[src/rtl/st7789_spi_rx.sv]
// Passive ST7789 display-bus receiver: decodes host SPI (mode 3, no CS) into
// command bytes and RGB565 pixels with the panel's window/address bookkeeping.
module st7789_spi_rx #(
  parameter int WIDTH        = 240,
  parameter int HEIGHT       = 240,
  parameter int IDLE_TIMEOUT = 1024
) (
  input  logic        clk_i,
  input  logic        rst_ni,
  input  logic        st7789_SDA,
  input  logic        st7789_SCL,
  input  logic        st7789_DC,
  input  logic        st7789_RES,
  output logic        cmd_valid_o,
  output logic [7:0]  cmd_o,
  output logic        pix_valid_o,
  output logic [8:0]  pix_x_o,
  output logic [8:0]  pix_y_o,
  output logic [15:0] pix_data_o
);

  localparam int                IDLE_W    = $clog2(IDLE_TIMEOUT + 1);
  localparam logic [IDLE_W-1:0] IDLE_LAST = IDLE_W'(IDLE_TIMEOUT - 1);
  localparam logic [8:0]        XE_RST    = 9'(WIDTH - 1);
  localparam logic [8:0]        YE_RST    = 9'(HEIGHT - 1);
  // Pin order {RES, DC, SCL, SDA}; SCL and RES idle high.
  localparam logic [3:0]        SYNC_RST  = 4'b1010;

  typedef enum logic [2:0] {IDLE, CASET, RASET, RAMWR, SKIP} state_t;

  logic [3:0] pins;
  logic [3:0] meta_q;
  logic [3:0] sync_q;
  logic       scl_prev_q;
  logic       sda_s;
  logic       scl_s;
  logic       dc_s;
  logic       res_s;
  logic       core_rst_n;
  logic       scl_rise;

  assign pins = {st7789_RES, st7789_DC, st7789_SCL, st7789_SDA};

  always_ff @(posedge clk_i) begin
    if (!rst_ni) begin
      meta_q     <= SYNC_RST;
      sync_q     <= SYNC_RST;
      scl_prev_q <= 1'b1;
    end else begin
      meta_q     <= pins;
      sync_q     <= meta_q;
      scl_prev_q <= sync_q[1];
    end
  end

  assign sda_s      = sync_q[0];
  assign scl_s      = sync_q[1];
  assign dc_s       = sync_q[2];
  assign res_s      = sync_q[3];
  assign core_rst_n = rst_ni & res_s;
  assign scl_rise   = scl_s & ~scl_prev_q;

  // Bit assembly and idle realignment.
  logic [7:0]        shift_q;
  logic [2:0]        bit_cnt_q;
  logic [IDLE_W-1:0] idle_q;
  logic              byte_vld_q;
  logic              byte_dc_q;

  always_ff @(posedge clk_i) begin
    if (!core_rst_n) begin
      shift_q    <= '0;
      bit_cnt_q  <= '0;
      idle_q     <= '0;
      byte_vld_q <= 1'b0;
      byte_dc_q  <= 1'b0;
    end else begin
      byte_vld_q <= 1'b0;
      if (scl_rise) begin
        shift_q   <= {shift_q[6:0], sda_s};
        bit_cnt_q <= bit_cnt_q + 3'd1;
        idle_q    <= '0;
        if (bit_cnt_q == 3'd7) begin
          byte_vld_q <= 1'b1;
          byte_dc_q  <= dc_s;
        end
      end else if (idle_q == IDLE_LAST) begin
        bit_cnt_q <= '0;
      end else begin
        idle_q <= idle_q + IDLE_W'(1);
      end
    end
  end

  // Extra stage so both pulses land exactly four cycles after the SCL sample.
  logic       byte2_vld_q;
  logic [7:0] byte2_q;
  logic       byte2_dc_q;

  always_ff @(posedge clk_i) begin
    if (!core_rst_n) begin
      byte2_vld_q <= 1'b0;
      byte2_q     <= '0;
      byte2_dc_q  <= 1'b0;
    end else begin
      byte2_vld_q <= byte_vld_q;
      if (byte_vld_q) begin
        byte2_q    <= shift_q;
        byte2_dc_q <= byte_dc_q;
      end
    end
  end

  // Command/data FSM.
  state_t      state_q, state_d;
  logic [1:0]  pcnt_q, pcnt_d;
  logic [8:0]  xs_q, xs_d, xe_q, xe_d, ys_q, ys_d, ye_q, ye_d;
  logic [8:0]  x_q, x_d, y_q, y_d;
  logic [7:0]  hi_q, hi_d;
  logic        half_q, half_d;
  logic        cmd_valid_q, cmd_valid_d;
  logic [7:0]  cmd_q, cmd_d;
  logic        pix_valid_q, pix_valid_d;
  logic [8:0]  pix_x_q, pix_x_d, pix_y_q, pix_y_d;
  logic [15:0] pix_data_q, pix_data_d;

  always_ff @(posedge clk_i) begin
    if (!core_rst_n) begin
      state_q     <= IDLE;
      pcnt_q      <= '0;
      xs_q        <= '0;
      xe_q        <= XE_RST;
      ys_q        <= '0;
      ye_q        <= YE_RST;
      x_q         <= '0;
      y_q         <= '0;
      hi_q        <= '0;
      half_q      <= 1'b0;
      cmd_valid_q <= 1'b0;
      cmd_q       <= '0;
      pix_valid_q <= 1'b0;
      pix_x_q     <= '0;
      pix_y_q     <= '0;
      pix_data_q  <= '0;
    end else begin
      state_q     <= state_d;
      pcnt_q      <= pcnt_d;
      xs_q        <= xs_d;
      xe_q        <= xe_d;
      ys_q        <= ys_d;
      ye_q        <= ye_d;
      x_q         <= x_d;
      y_q         <= y_d;
      hi_q        <= hi_d;
      half_q      <= half_d;
      cmd_valid_q <= cmd_valid_d;
      cmd_q       <= cmd_d;
      pix_valid_q <= pix_valid_d;
      pix_x_q     <= pix_x_d;
      pix_y_q     <= pix_y_d;
      pix_data_q  <= pix_data_d;
    end
  end

  always_comb begin
    state_d     = state_q;
    pcnt_d      = pcnt_q;
    xs_d        = xs_q;
    xe_d        = xe_q;
    ys_d        = ys_q;
    ye_d        = ye_q;
    x_d         = x_q;
    y_d         = y_q;
    hi_d        = hi_q;
    half_d      = half_q;
    cmd_valid_d = 1'b0;
    cmd_d       = cmd_q;
    pix_valid_d = 1'b0;
    pix_x_d     = pix_x_q;
    pix_y_d     = pix_y_q;
    pix_data_d  = pix_data_q;
    if (byte2_vld_q) begin
      if (!byte2_dc_q) begin
        cmd_valid_d = 1'b1;
        cmd_d       = byte2_q;
        pcnt_d      = '0;
        half_d      = 1'b0;
        case (byte2_q)
          8'h2A:   state_d = CASET;
          8'h2B:   state_d = RASET;
          8'h2C: begin
            state_d = RAMWR;
            x_d     = xs_q;
            y_d     = ys_q;
          end
          default: state_d = SKIP;
        endcase
      end else begin
        unique case (state_q)
          CASET, RASET: begin
            pcnt_d = pcnt_q + 2'd1;
            if (pcnt_q == 2'd3) state_d = IDLE;
            // Coordinates are 9 bits wide: only bit 0 of each high byte survives.
            if (state_q == CASET) begin
              case (pcnt_q)
                2'd0:    xs_d = {byte2_q[0], xs_q[7:0]};
                2'd1:    xs_d = {xs_q[8], byte2_q};
                2'd2:    xe_d = {byte2_q[0], xe_q[7:0]};
                default: xe_d = {xe_q[8], byte2_q};
              endcase
            end else begin
              case (pcnt_q)
                2'd0:    ys_d = {byte2_q[0], ys_q[7:0]};
                2'd1:    ys_d = {ys_q[8], byte2_q};
                2'd2:    ye_d = {byte2_q[0], ye_q[7:0]};
                default: ye_d = {ye_q[8], byte2_q};
              endcase
            end
          end
          RAMWR: begin
            if (!half_q) begin
              hi_d   = byte2_q;
              half_d = 1'b1;
            end else begin
              half_d      = 1'b0;
              pix_valid_d = 1'b1;
              pix_x_d     = x_q;
              pix_y_d     = y_q;
              pix_data_d  = {hi_q, byte2_q};
              if (x_q >= xe_q) begin
                x_d = xs_q;
                y_d = (y_q >= ye_q) ? ys_q : y_q + 9'd1;
              end else begin
                x_d = x_q + 9'd1;
              end
            end
          end
          default: ;
        endcase
      end
    end
  end

  assign cmd_valid_o = cmd_valid_q;
  assign cmd_o       = cmd_q;
  assign pix_valid_o = pix_valid_q;
  assign pix_x_o     = pix_x_q;
  assign pix_y_o     = pix_y_q;
  assign pix_data_o  = pix_data_q;

endmodule

[config.mk]
export PLATFORM = sky130hd
export DESIGN_NAME = st7789_spi_rx
export DESIGN_NICKNAME = d
export VERILOG_FILES = /design/src/rtl/st7789_spi_rx.sv
export SDC_FILE = /design/constraint.sdc
export NUM_CORES = 1
export LEC_CHECK = 0
export CELL_PAD_IN_SITES_DETAIL_PLACEMENT = 0
export CELL_PAD_IN_SITES_GLOBAL_PLACEMENT = 2
export CORE_MARGIN = 5
export CORE_UTILIZATION = 29
export CTS_CLUSTER_DIAMETER = 50
export CTS_CLUSTER_SIZE = 10
export DETAILED_ROUTE_END_ITERATION = 10
export PLACE_DENSITY_LB_ADDON = 0.12
export REMOVE_ABC_BUFFERS = 1
export SETUP_SLACK_MARGIN = 0.05
export SLEW_MARGIN = 0
export SYNTH_ARGS = -nofsm -noshare
export SYNTH_HDL_FRONTEND = slang
export SYNTH_SLANG_ARGS = --single-unit
export TNS_END_PERCENT = 1
[constraint.sdc]
create_clock -name clk_i -period 3.15 [get_ports clk_i]
set_clock_uncertainty 0.1 [all_clocks]
set_input_delay 0.315 -clock clk_i [delete_from_list [all_inputs] [get_ports clk_i]]
set_output_delay 0.315 -clock clk_i [all_outputs]
set_load 0.02 [all_outputs]
==> parameters.txt, run 1 <==
Parameter                              Value

Finish
  Area of the multi-input gates ... 0.003167 sq mm
  Diodes inserted ... 0
  Share of layout cells above drive strength 1 ... 8.134%
  Number of filler instances in the final layout ... 2,368
  Area taken by flip-flops and latches ... 0.003103 sq mm
  Net count of the finished layout ... 859
  Area growth from synthesis to layout ... 21.39%

Power and ir drop
  Power share of the combinational group ... 1.7%
  Overall Power ... 4.164 mW
  Worst IR Drop VDD ... 0.2887 mV
  Net switching power ... 0.9020 mW
  Portion of total power attributed to the clock network ... 50.9%
  Leakage power of the design ... 2.966 nW
  Cell-internal power ... 3.262 mW
  Total power divided by cell area ... 521.7 mW/mm^2
  Fraction of power spent switching nets ... 21.66%
  Share of power burned in registers ... 47.4%

Detailed routing
  Detailed-route via count ... 5,339
  DRC Markers ... 0
  Antenna-violating nets left ... 0
  Per-cell via count in the routed design ... 4.763
  Final wirelength ... 17,260 um
  Detailed-router iteration count before antenna repair ... 4
  DRT iter0 DRCs ... 273
  Average detailed-routed wire length per instance ... 15.40 um

Clocking
  Clock latency at the later pin of the worst-skew pair ... 420 ps
  Count of hold buffers inserted by post-cts repair ... 0
  Worst-case clock buffer depth ... 2
  Count of instances resized after the clock tree is built ... 0
  Root Buffer ... sky130_fd_sc_hd__clkbuf_16
  H-tree depth ... 4
  Clock slew at the register clock pins of the worst setup and hold paths ... 70 ps
  Num CTS Buffers ... 17
  Clock tree from TritonCTS ... built
  Setup Fix Bufs, Post-CTS ... 0
  Clock tree sinks ... 155

Worst setup path
  Critical path class ... reg2reg
  Element type at the critical path end ... flip-flop
  Logic depth of the worst setup path including buffers ... 8
  Worst Path Arrival ... 2600 ps
  Start point of the critical path ... y_q[6]
  Cell family contributing the most delay on the critical path ... compound AO/OA/AOI/OAI gates
  Termination of the worst setup path ... y_q[7]
  End of the worst register-to-register path ... y_q[7]
  Startpoint type of the worst setup path ... flip-flop
  Longest individual stage delay on the worst path ... 430 ps
  R2R depth ... 8
  Worst-path cell chain ... ha_1, a211oi_1, nor2_1, a2111oi_2, and2_1, buf_4, mux2i_1, o22ai_1
  Worst Path Max Fanout ... 13
  Reg-to-reg startpoint ... y_q[6]
  Worst path slowest cell ... sky130_fd_sc_hd__dfxtp_1
  Worst reg2reg setup slack ... 760 ps
  Worst path buffer plus inverter count ... 1
  Required @ worst endpoint ... 3350 ps

Timing
  Actual transition at the worst max-transition pin ... 939.8 ps
  Final hold violation count ... 0
  Hold slack final ... 305.1 ps
  Number of max-slew violations in the final report ... 0
  Period minus WS final ... 2394 ps
  Final clock period utilization by the worst path ... 75.98%
  Final setup violation count ... 0
  Fmax achieved ... 417.8 MHz
  Total Neg Setup Slack ... 0 ps
  Setup repair after global routing missed its margin ... false
  Worst relative slew slack ... 37.22%

Logic synthesis
  Dominant cell by count in the synthesized netlist ... sky130_fd_sc_hd__nand2_1
  Flop and latch count out of synthesis ... 155
  Post-synthesis sequential area ratio ... 47.19%
  Number of warnings reported in the yosys synthesis log ... 0
  Gate Count Post-Synth ... 785
  Cell taking the most area after synthesis ... sky130_fd_sc_hd__dfxtp_1
  Top cells by area, synth ... sky130_fd_sc_hd__dfxtp_1 (47%), sky130_fd_sc_hd__nand2_1 (10%), sky130_fd_sc_hd__a21oi_1 (7.2%)
  Unique masters post-synth ... 54
  Most instantiated cells after synthesis ... sky130_fd_sc_hd__nand2_1 (178), sky130_fd_sc_hd__dfxtp_1 (155), sky130_fd_sc_hd__a21oi_1 (95), sky130_fd_sc_hd__nor2_1 (57), sky130_fd_sc_hd__clkbuf_1 (36)
  Share of Yosys cell area claimed by the top area cell type ... 47.19%
  Area of the mapped netlist ... 0.006575 sq mm
  Flip-flop cell with the highest count after synthesis ... sky130_fd_sc_hd__dfxtp_1
  Number of synthesized flops with an enable pin ... 0
  Proportion of synthesized flip-flops having asynchronous set or reset ... 0%
  Mean post-synth cell area ... 8.376 sq um

Place
  Port Buf Inserts ... 49
  Weighted congestion reported at the end of routability-driven placement ... 0.8046
  Placed wire-length estimate ... 11,960 um

Floorplanning
  Cell row count ... 55
  Initial Util ... 29.22%
  Die extent in y ... 160.6 um
  Core Region ... 0.02250 sq mm
  Die extent in x ... 160.6 um
  Die Outline Area ... 0.02578 sq mm
  Ports placed on the boundary ... 50

Global route
  Total GRT Usage ... 14.00%
  Number of global-route vias before repair ... 5,363
  Initial antenna violation count ... 0
  Global-route wire length before repair ... 29,000 um
  Total congestion overflow after global routing ... 0
  Pin count of the biggest net entering global routing ... 53

Job
  Maximum capacitance violations ... 0

Run status
  Status ... completed

Hold path
  Worst min-delay path class ... reg2reg
  Startpoint of the worst hold path ... meta_q[3]
-- logic make-up (layout without fill, tap and decap cells) --
family          count (synthesis)  count (layout)  synth area share (%)
simple gates                  324             324                 22.21
mux                            31              31                 4.738
compound gates                157             157                 13.93
buf+inv                        77             128                 4.757
fa+ha+maj                      30              30                 5.709
flops                         155             155                 47.19
xor+xnor                       11              11                 1.465
-- cell usage in the layout, fill, tap and decap left out, types with 4 or more instances in the layout --
master	n
sky130_fd_sc_hd__clkbuf_16	17
sky130_fd_sc_hd__nor2b_1	5
sky130_fd_sc_hd__buf_4	17
sky130_fd_sc_hd__nand3_1	24
sky130_fd_sc_hd__and3_1	6
sky130_fd_sc_hd__ha_1	30
sky130_fd_sc_hd__dfxtp_1	155
sky130_fd_sc_hd__nand4_1	7
sky130_fd_sc_hd__and2_1	7
sky130_fd_sc_hd__mux2i_1	30
sky130_fd_sc_hd__inv_1	28
sky130_fd_sc_hd__clkdlybuf4s50_1	49
sky130_fd_sc_hd__a21o_1	4
sky130_fd_sc_hd__o22ai_1	8
sky130_fd_sc_hd__o21ai_0	10
sky130_fd_sc_hd__clkinv_4	4
sky130_fd_sc_hd__or3_1	5
sky130_fd_sc_hd__xor2_1	8
sky130_fd_sc_hd__a31oi_1	9
sky130_fd_sc_hd__nor3b_1	4
sky130_fd_sc_hd__o311ai_0	6
sky130_fd_sc_hd__nand2_1	177
sky130_fd_sc_hd__nor2_1	57
sky130_fd_sc_hd__a21oi_1	95
sky130_fd_sc_hd__o211ai_1	6
sky130_fd_sc_hd__or2_2	5
sky130_fd_sc_hd__nand2b_1	10
-- cell type report --
type | instances | area share [%]
well taps | 285 | 4.468
flip-flops and latches | 155 | 38.88
repair buffers | 67 | 7.995
inverters | 29 | 1.364
clock inverters | 13 | 2.069
multi-input cells | 553 | 39.68
clock buffers | 19 | 5.549
-- per-stage QoR --
stage               instances  setup WS (ps)  instance area, sq um  util [%]
floorplan                 737          583.6                  6371         -
global placement         1089          808.2                  7373     32.77
detailed placement       1089          758.6                  7373     32.77
CTS                      1121          739.9                  7981     35.47
global route             1121          546.8                  7981     35.47
finish                   1121          756.5                  7981     35.47
-- sequential cells by signal (all words and copies together) (netlist names), 8 cells and up --
name and cells:
cmd_o 8, x_q 9, idle_q 11, pix_data_o 16, xs_q 9, ys_q 9, byte2_q 8, y_q 9
hi_q 8, shift_q 8, xe_q 9, pix_x_o 9, ye_q 9, pix_y_o 9
-- power groups by stage --
| stage | combinational [mW] | sequential [mW] | clock, mW |
|---|---|---|---|
| detailed placement | 0.0727 | 2.02 | 0 |
| CTS | 0.0728 | 1.97 | 2.19 |
| floorplan | 0.0370 | 2.02 | 0 |
| finish | 0.0706 | 1.97 | 2.12 |
| global placement | 0.0716 | 2.02 | 0 |
| global route | 0.0791 | 1.97 | 2.28 |
-- per-layer routing --
metal  GRT usage (%)  share of wire [%]  up-vias
met5               0                  0        -
met4           4.341                1.1        0
met3           2.823                2.9       11
met2           21.87                 45       66
met1           19.49                 51     2522
li1                -                  -     2740
-- worst min path at each step --
| stage | endpoint | slack [ps] | depth (start not counted) |
|---|---|---|---|
| after floorplan | sync_q[1] | 290 | 1 |
| after global placement | sync_q[3] | 290 | 1 |
| after detailed placement | sync_q[3] | 290 | 1 |
| after CTS | sync_q[3] | 310 | 1 |
| after global routing | sync_q[3] | 320 | 1 |
| final | sync_q[3] | 310 | 1 |
Note: power is estimated with default switching activity, not from simulation.
==> run 2: changes to the inputs <==
==> constraint.sdc (replaced) <==
create_clock -name clk_i -period 2.4 [get_ports clk_i]
set_clock_uncertainty 0.1 [all_clocks]
set_input_delay 0.24 -clock clk_i [delete_from_list [all_inputs] [get_ports clk_i]]
set_output_delay 0.24 -clock clk_i [all_outputs]
set_load 0.02 [all_outputs]
==> parameters.txt, run 2 (synthesis gave the netlist of run 1 again) <==
Parameter                              Value

Detailed routing
  DRC Markers ... 0
  Antenna-violating nets left ... 0
  Detailed-router iteration count before antenna repair ... 5
  Final wirelength ... 17,590 um
  Detailed-route via count ... 5,347
  DRT iter0 DRCs ... 239
  Average detailed-routed wire length per instance ... 15.45 um
  Per-cell via count in the routed design ... 4.694

Clocking
  Clock slew at the register clock pins of the worst setup and hold paths ... 70 ps
  Root Buffer ... sky130_fd_sc_hd__clkbuf_16
  Clock latency at the later pin of the worst-skew pair ... 420 ps
  H-tree depth ... 4
  Num CTS Buffers ... 17
  Clock tree from TritonCTS ... built
  Clock tree sinks ... 155
  Worst-case clock buffer depth ... 2
  Setup Fix Bufs, Post-CTS ... 0

Finish
  Net count of the finished layout ... 878
  Diodes inserted ... 0
  Max reg flops ... 16
  Number of filler instances in the final layout ... 2,304
  Area of the multi-input gates ... 0.003177 sq mm
  Area growth from synthesis to layout ... 23.16%
  Most frequent standard cell in the layout excluding fill and tap cells ... sky130_fd_sc_hd__nand2_1
  Post-route non-filler standard cell count ... 1,139
  Top library cells by usage in the layout, fill and taps aside ... sky130_fd_sc_hd__nand2_1 (177), sky130_fd_sc_hd__dfxtp_1 (155), sky130_fd_sc_hd__a21oi_1 (95), sky130_fd_sc_hd__nor2_1 (57), sky130_fd_sc_hd__clkdlybuf4s50_1 (49)
  Area taken by flip-flops and latches ... 0.003103 sq mm
  Share of layout cells above drive strength 1 ... 10.42%

Place
  Cell total after placement ... 1,108
  Placed wire-length estimate ... 12,380 um
  Port Buf Inserts ... 49
  Weighted congestion reported at the end of routability-driven placement ... 0.7515

Job
  Maximum capacitance violations ... 0

Power and ir drop
  Total power divided by cell area ... 648.6 mW/mm^2
  Worst IR Drop VDD ... 0.3661 mV
  Leakage power of the design ... 3.044 nW

Worst setup path
  Worst Path Max Fanout ... 2
  Start point of the critical path ... ye_q[6]
  Cell family contributing the most delay on the critical path ... compound AO/OA/AOI/OAI gates
  Worst path buffer plus inverter count ... 1
  Worst reg2reg setup slack ... 140 ps
  Longest individual stage delay on the worst path ... 350 ps
  Worst Path Arrival ... 2480 ps
  Critical path class ... reg2reg
  Element type at the critical path end ... flip-flop
  Required @ worst endpoint ... 2610 ps
  Worst-path cell chain ... inv_1, ha_1, a211oi_2, nor2_1, a2111oi_2, and2_1, mux2_2, a32o_1
  Startpoint type of the worst setup path ... flip-flop
  Reg-to-reg startpoint ... ye_q[6]
  Worst path slowest cell ... sky130_fd_sc_hd__mux2_2

Global route
  Global-route wire length before repair ... 28,620 um
  Number of global-route vias before repair ... 5,328
  Pin count of the biggest net entering global routing ... 43
  Initial antenna violation count ... 0
  Total GRT Usage ... 13.94%
  Total congestion overflow after global routing ... 0

Run status
  Status ... completed

Timing
  Fmax achieved ... 442.0 MHz
  Worst relative slew slack ... 62.78%
  Actual transition at the worst max-transition pin ... 558.3 ps
  Final clock period utilization by the worst path ... 94.26%
  Number of max-slew violations in the final report ... 0
  Final setup violation count ... 0
  Final hold violation count ... 0
  Setup repair after global routing missed its margin ... true
  Period minus WS final ... 2262 ps
  Total Neg Setup Slack ... 0 ps

Floorplanning
  Die extent in x ... 160.6 um
  Die Outline Area ... 0.02578 sq mm
  Die extent in y ... 160.6 um
  Cell row count ... 55
  Core Region ... 0.02250 sq mm
  Ports placed on the boundary ... 50
  Initial Util ... 29.22%

Hold path
  Worst min-delay path class ... in2reg
  Startpoint of the worst hold path ... st7789_SCL
[run 2: cell type report]
type	count	share of cell area (%)
Multi-Input combinational cell	553	39.23
Sequential cell	155	38.32
Timing Repair Buffer	86	9.842
Clock buffer	19	5.593
Tap cell	285	4.404
Inverter	29	1.344
Clock inverter	12	1.267
[run 2: stage by stage]
step | util (%) | total power [mW] | instance area [sq um] | hold slack [ps] | worst slack [ps]
2_1_floorplan | - | 2.694 | 6371 | 213.0 | -166.4
3_3_place_gp | 33.46 | 2.749 | 7528 | 290.5 | 135.7
3_5_place_dp | 33.46 | 2.750 | 7528 | 294.0 | 56.34
4_1_cts | 35.96 | 5.349 | 8093 | 249.1 | 129.9
5_1_grt | 35.99 | 5.477 | 8098 | 258.9 | 19.04
6_report | 35.99 | 5.252 | 8098 | 273.5 | 137.7
[run 2: metal layers]
layer	GRT usage, %	share of wire (%)	wire (um)
met1	18.22	49	8703
met5	0	0	0
met3	3.336	2.7	479
met4	4.106	1.0	176
met2	22.93	47	8234
[run 2: path summary, 6_finish.rpt]
| check | endpoint | cells after the start |
|---|---|---|
| min reg2reg | sync_q[3] | 1 |
| min | meta_q[1] | 2 |
| max | y_q[2] | 8 |
| max reg2reg | y_q[2] | 8 |
[run 2: timing repair]
item / in CTS / in global routing
pin swaps: 3 / 0
gates resized for setup: 2 / 2
endpoints found under the setup margin: 7 / 9
hold buffers: 0 / 0
[run 2: where the power goes]
part | switching (mW) | internal (mW)
Sequential | 0.00647 | 2.58
Clock | 1.16 | 1.40
Combinational | 0.0680 | 0.0321
Total | 1.24 | 4.02
==> run 3: changes to the inputs <==
--- a/config.mk
+++ b/config.mk
@@ -12,6 +12,7 @@
 export CTS_CLUSTER_DIAMETER = 50
 export CTS_CLUSTER_SIZE = 10
 export DETAILED_ROUTE_END_ITERATION = 10
+export DONT_BUFFER_PORTS = 1
 export PLACE_DENSITY_LB_ADDON = 0.12
 export REMOVE_ABC_BUFFERS = 1
 export SETUP_SLACK_MARGIN = 0.05
==> parameters.txt, run 3 (synthesis gave the netlist of run 1 again) <==
Parameter                              Value

Run status
  Status ... completed

Floorplanning
  Die Outline Area ... 0.02578 sq mm
  Die extent in x ... 160.6 um
  Die extent in y ... 160.6 um
  Core Region ... 0.02250 sq mm
  Ports placed on the boundary ... 50
  Initial Util ... 29.22%
  Cell row count ... 55

Worst setup path
  Termination of the worst setup path ... y_q[2]
  Startpoint type of the worst setup path ... flip-flop
  Worst Path Max Fanout ... 4
  Element type at the critical path end ... flip-flop
  Reg-to-reg startpoint ... ye_q[4]
  R2R depth ... 7
  End of the worst register-to-register path ... y_q[2]
  Critical path class ... reg2reg
  Required @ worst endpoint ... 2610 ps
  Worst Path Arrival ... 2420 ps
  Start point of the critical path ... ye_q[4]
  Worst reg2reg setup slack ... 190 ps

Global route
  Total GRT Usage ... 14.17%
  Total congestion overflow after global routing ... 0
  Number of global-route vias before repair ... 5,331
  Pin count of the biggest net entering global routing ... 57
  Initial antenna violation count ... 0
  Global-route wire length before repair ... 29,210 um

Detailed routing
  Antenna-violating nets left ... 0
  Per-cell via count in the routed design ... 4.820
  Detailed-route via count ... 5,283
  Detailed-router iteration count before antenna repair ... 4
  Final wirelength ... 17,780 um
  Average detailed-routed wire length per instance ... 16.22 um
  DRC Markers ... 0
  DRT iter0 DRCs ... 244

Power and ir drop
  Worst IR Drop VDD ... 0.3607 mV
  Total power divided by cell area ... 698.5 mW/mm^2
  Overall Power ... 5.376 mW
  Leakage power of the design ... 2.907 nW

Finish
  Share of layout cells above drive strength 1 ... 11.22%
  Diodes inserted ... 0
  Net count of the finished layout ... 835
  Post-route non-filler standard cell count ... 1,096
  Area growth from synthesis to layout ... 17.05%
  Max reg flops ... 16
  Top library cells by usage in the layout, fill and taps aside ... sky130_fd_sc_hd__nand2_1 (177), sky130_fd_sc_hd__dfxtp_1 (155), sky130_fd_sc_hd__a21oi_1 (95), sky130_fd_sc_hd__nor2_1 (57), sky130_fd_sc_hd__buf_4 (35)
  Most frequent standard cell in the layout excluding fill and tap cells ... sky130_fd_sc_hd__nand2_1

Clocking
  Clock tree from TritonCTS ... built
  Clock tree sinks ... 155
  Clock latency at the later pin of the worst-skew pair ... 430 ps
  Clock slew at the register clock pins of the worst setup and hold paths ... 70 ps
  H-tree depth ... 4
  Setup Fix Bufs, Post-CTS ... 0
  Num CTS Buffers ... 17
  Root Buffer ... sky130_fd_sc_hd__clkbuf_16
  Worst-case clock buffer depth ... 2

Timing
  Final clock period utilization by the worst path ... 92.10%
  Worst relative slew slack ... 55.85%
  Final hold violation count ... 0
  Actual transition at the worst max-transition pin ... 662.3 ps
  Number of max-slew violations in the final report ... 0
  Setup repair after global routing missed its margin ... true
  Fmax achieved ... 452.4 MHz
  Final setup violation count ... 0
  Period minus WS final ... 2210 ps

Job
  Maximum capacitance violations ... 0

Place
  Port Buf Inserts ... 0
  Weighted congestion reported at the end of routability-driven placement ... 0.7940
  Cell total after placement ... 1,060
  Placed wire-length estimate ... 12,600 um

Hold path
  Worst min-delay path class ... in2reg
## run 3: worst min-delay path by stage
stage            endpoint    from  slack (ps)  depth (start not counted)
5_1_grt            y_q[7]  rst_ni         260                          3
3_3_place_gp   scl_prev_q  rst_ni         220                          1
6_report       state_q[2]  rst_ni         230                          3
3_5_place_dp    sync_q[3]  rst_ni         220                          1
2_1_floorplan   meta_q[1]  rst_ni         210                          1
4_1_cts            y_q[7]  rst_ni         240                          3
## run 3: worst max-delay path, cell delays in order, from the launching register on
cell and delay (ps):
sky130_fd_sc_hd__dfxtp_1 330, sky130_fd_sc_hd__inv_1 50, sky130_fd_sc_hd__ha_1 300, sky130_fd_sc_hd__a21o_1 170, sky130_fd_sc_hd__a2111oi_2 390, sky130_fd_sc_hd__and2_4 240
sky130_fd_sc_hd__mux2_2 330, sky130_fd_sc_hd__a32o_1 190
## run 3: per-stage QoR
stage | setup WS, ps | instance area (sq um) | setup TNS (ps) | hold slack [ps] | util [%]
6_report | 189.5 | 7696 | 0 | 233.7 | 34.20
5_1_grt | 38.31 | 7696 | 0 | 255.6 | 34.20
4_1_cts | 51.90 | 7677 | 0 | 237.2 | 34.12
3_5_place_dp | 44.91 | 7046 | 0 | 218.4 | 31.31
3_3_place_gp | 72.26 | 7046 | 0 | 217.2 | 31.31
2_1_floorplan | -166.4 | 6371 | -1290 | 213.0 | -
## run 3: cell type report
| class | count | area, sq um |
|---|---|---|
| fill | 2348 | 14810 |
| multi-input combinational | 553 | 3182 |
| sequential | 155 | 3103 |
| clock buffer | 19 | 442.9 |
| timing repair buffer | 43 | 364.1 |
| tap | 285 | 356.6 |
| clock inverter | 12 | 138.9 |
| inverter | 29 | 108.9 |
## run 3: metal layers
| metal | GRT usage, % | wire (um) | vias to the layer above |
|---|---|---|---|
| met1 | 19.05 | 9020 | 2506 |
| met4 | 4.497 | 209 | 0 |
| li1 | - | - | 2686 |
| met3 | 3.156 | 532 | 14 |
| met2 | 22.70 | 8020 | 77 |
| met5 | 0 | 0 | - |
## run 3: where the power goes
part           leakage (nW)  total (mW)  switching (mW)  internal, mW
clock network         0.273        2.69            1.12          1.57
registers              1.25        2.59         0.00680          2.58
logic                  1.38      0.0954          0.0666        0.0288
## run 3: what timing repair did
action                                  4_1_cts  5_1_grt
resized for setup                             0        5
endpoints found under the setup margin        0       12
hold buffers                                  5        0
hold endpoints to repair                     10        0
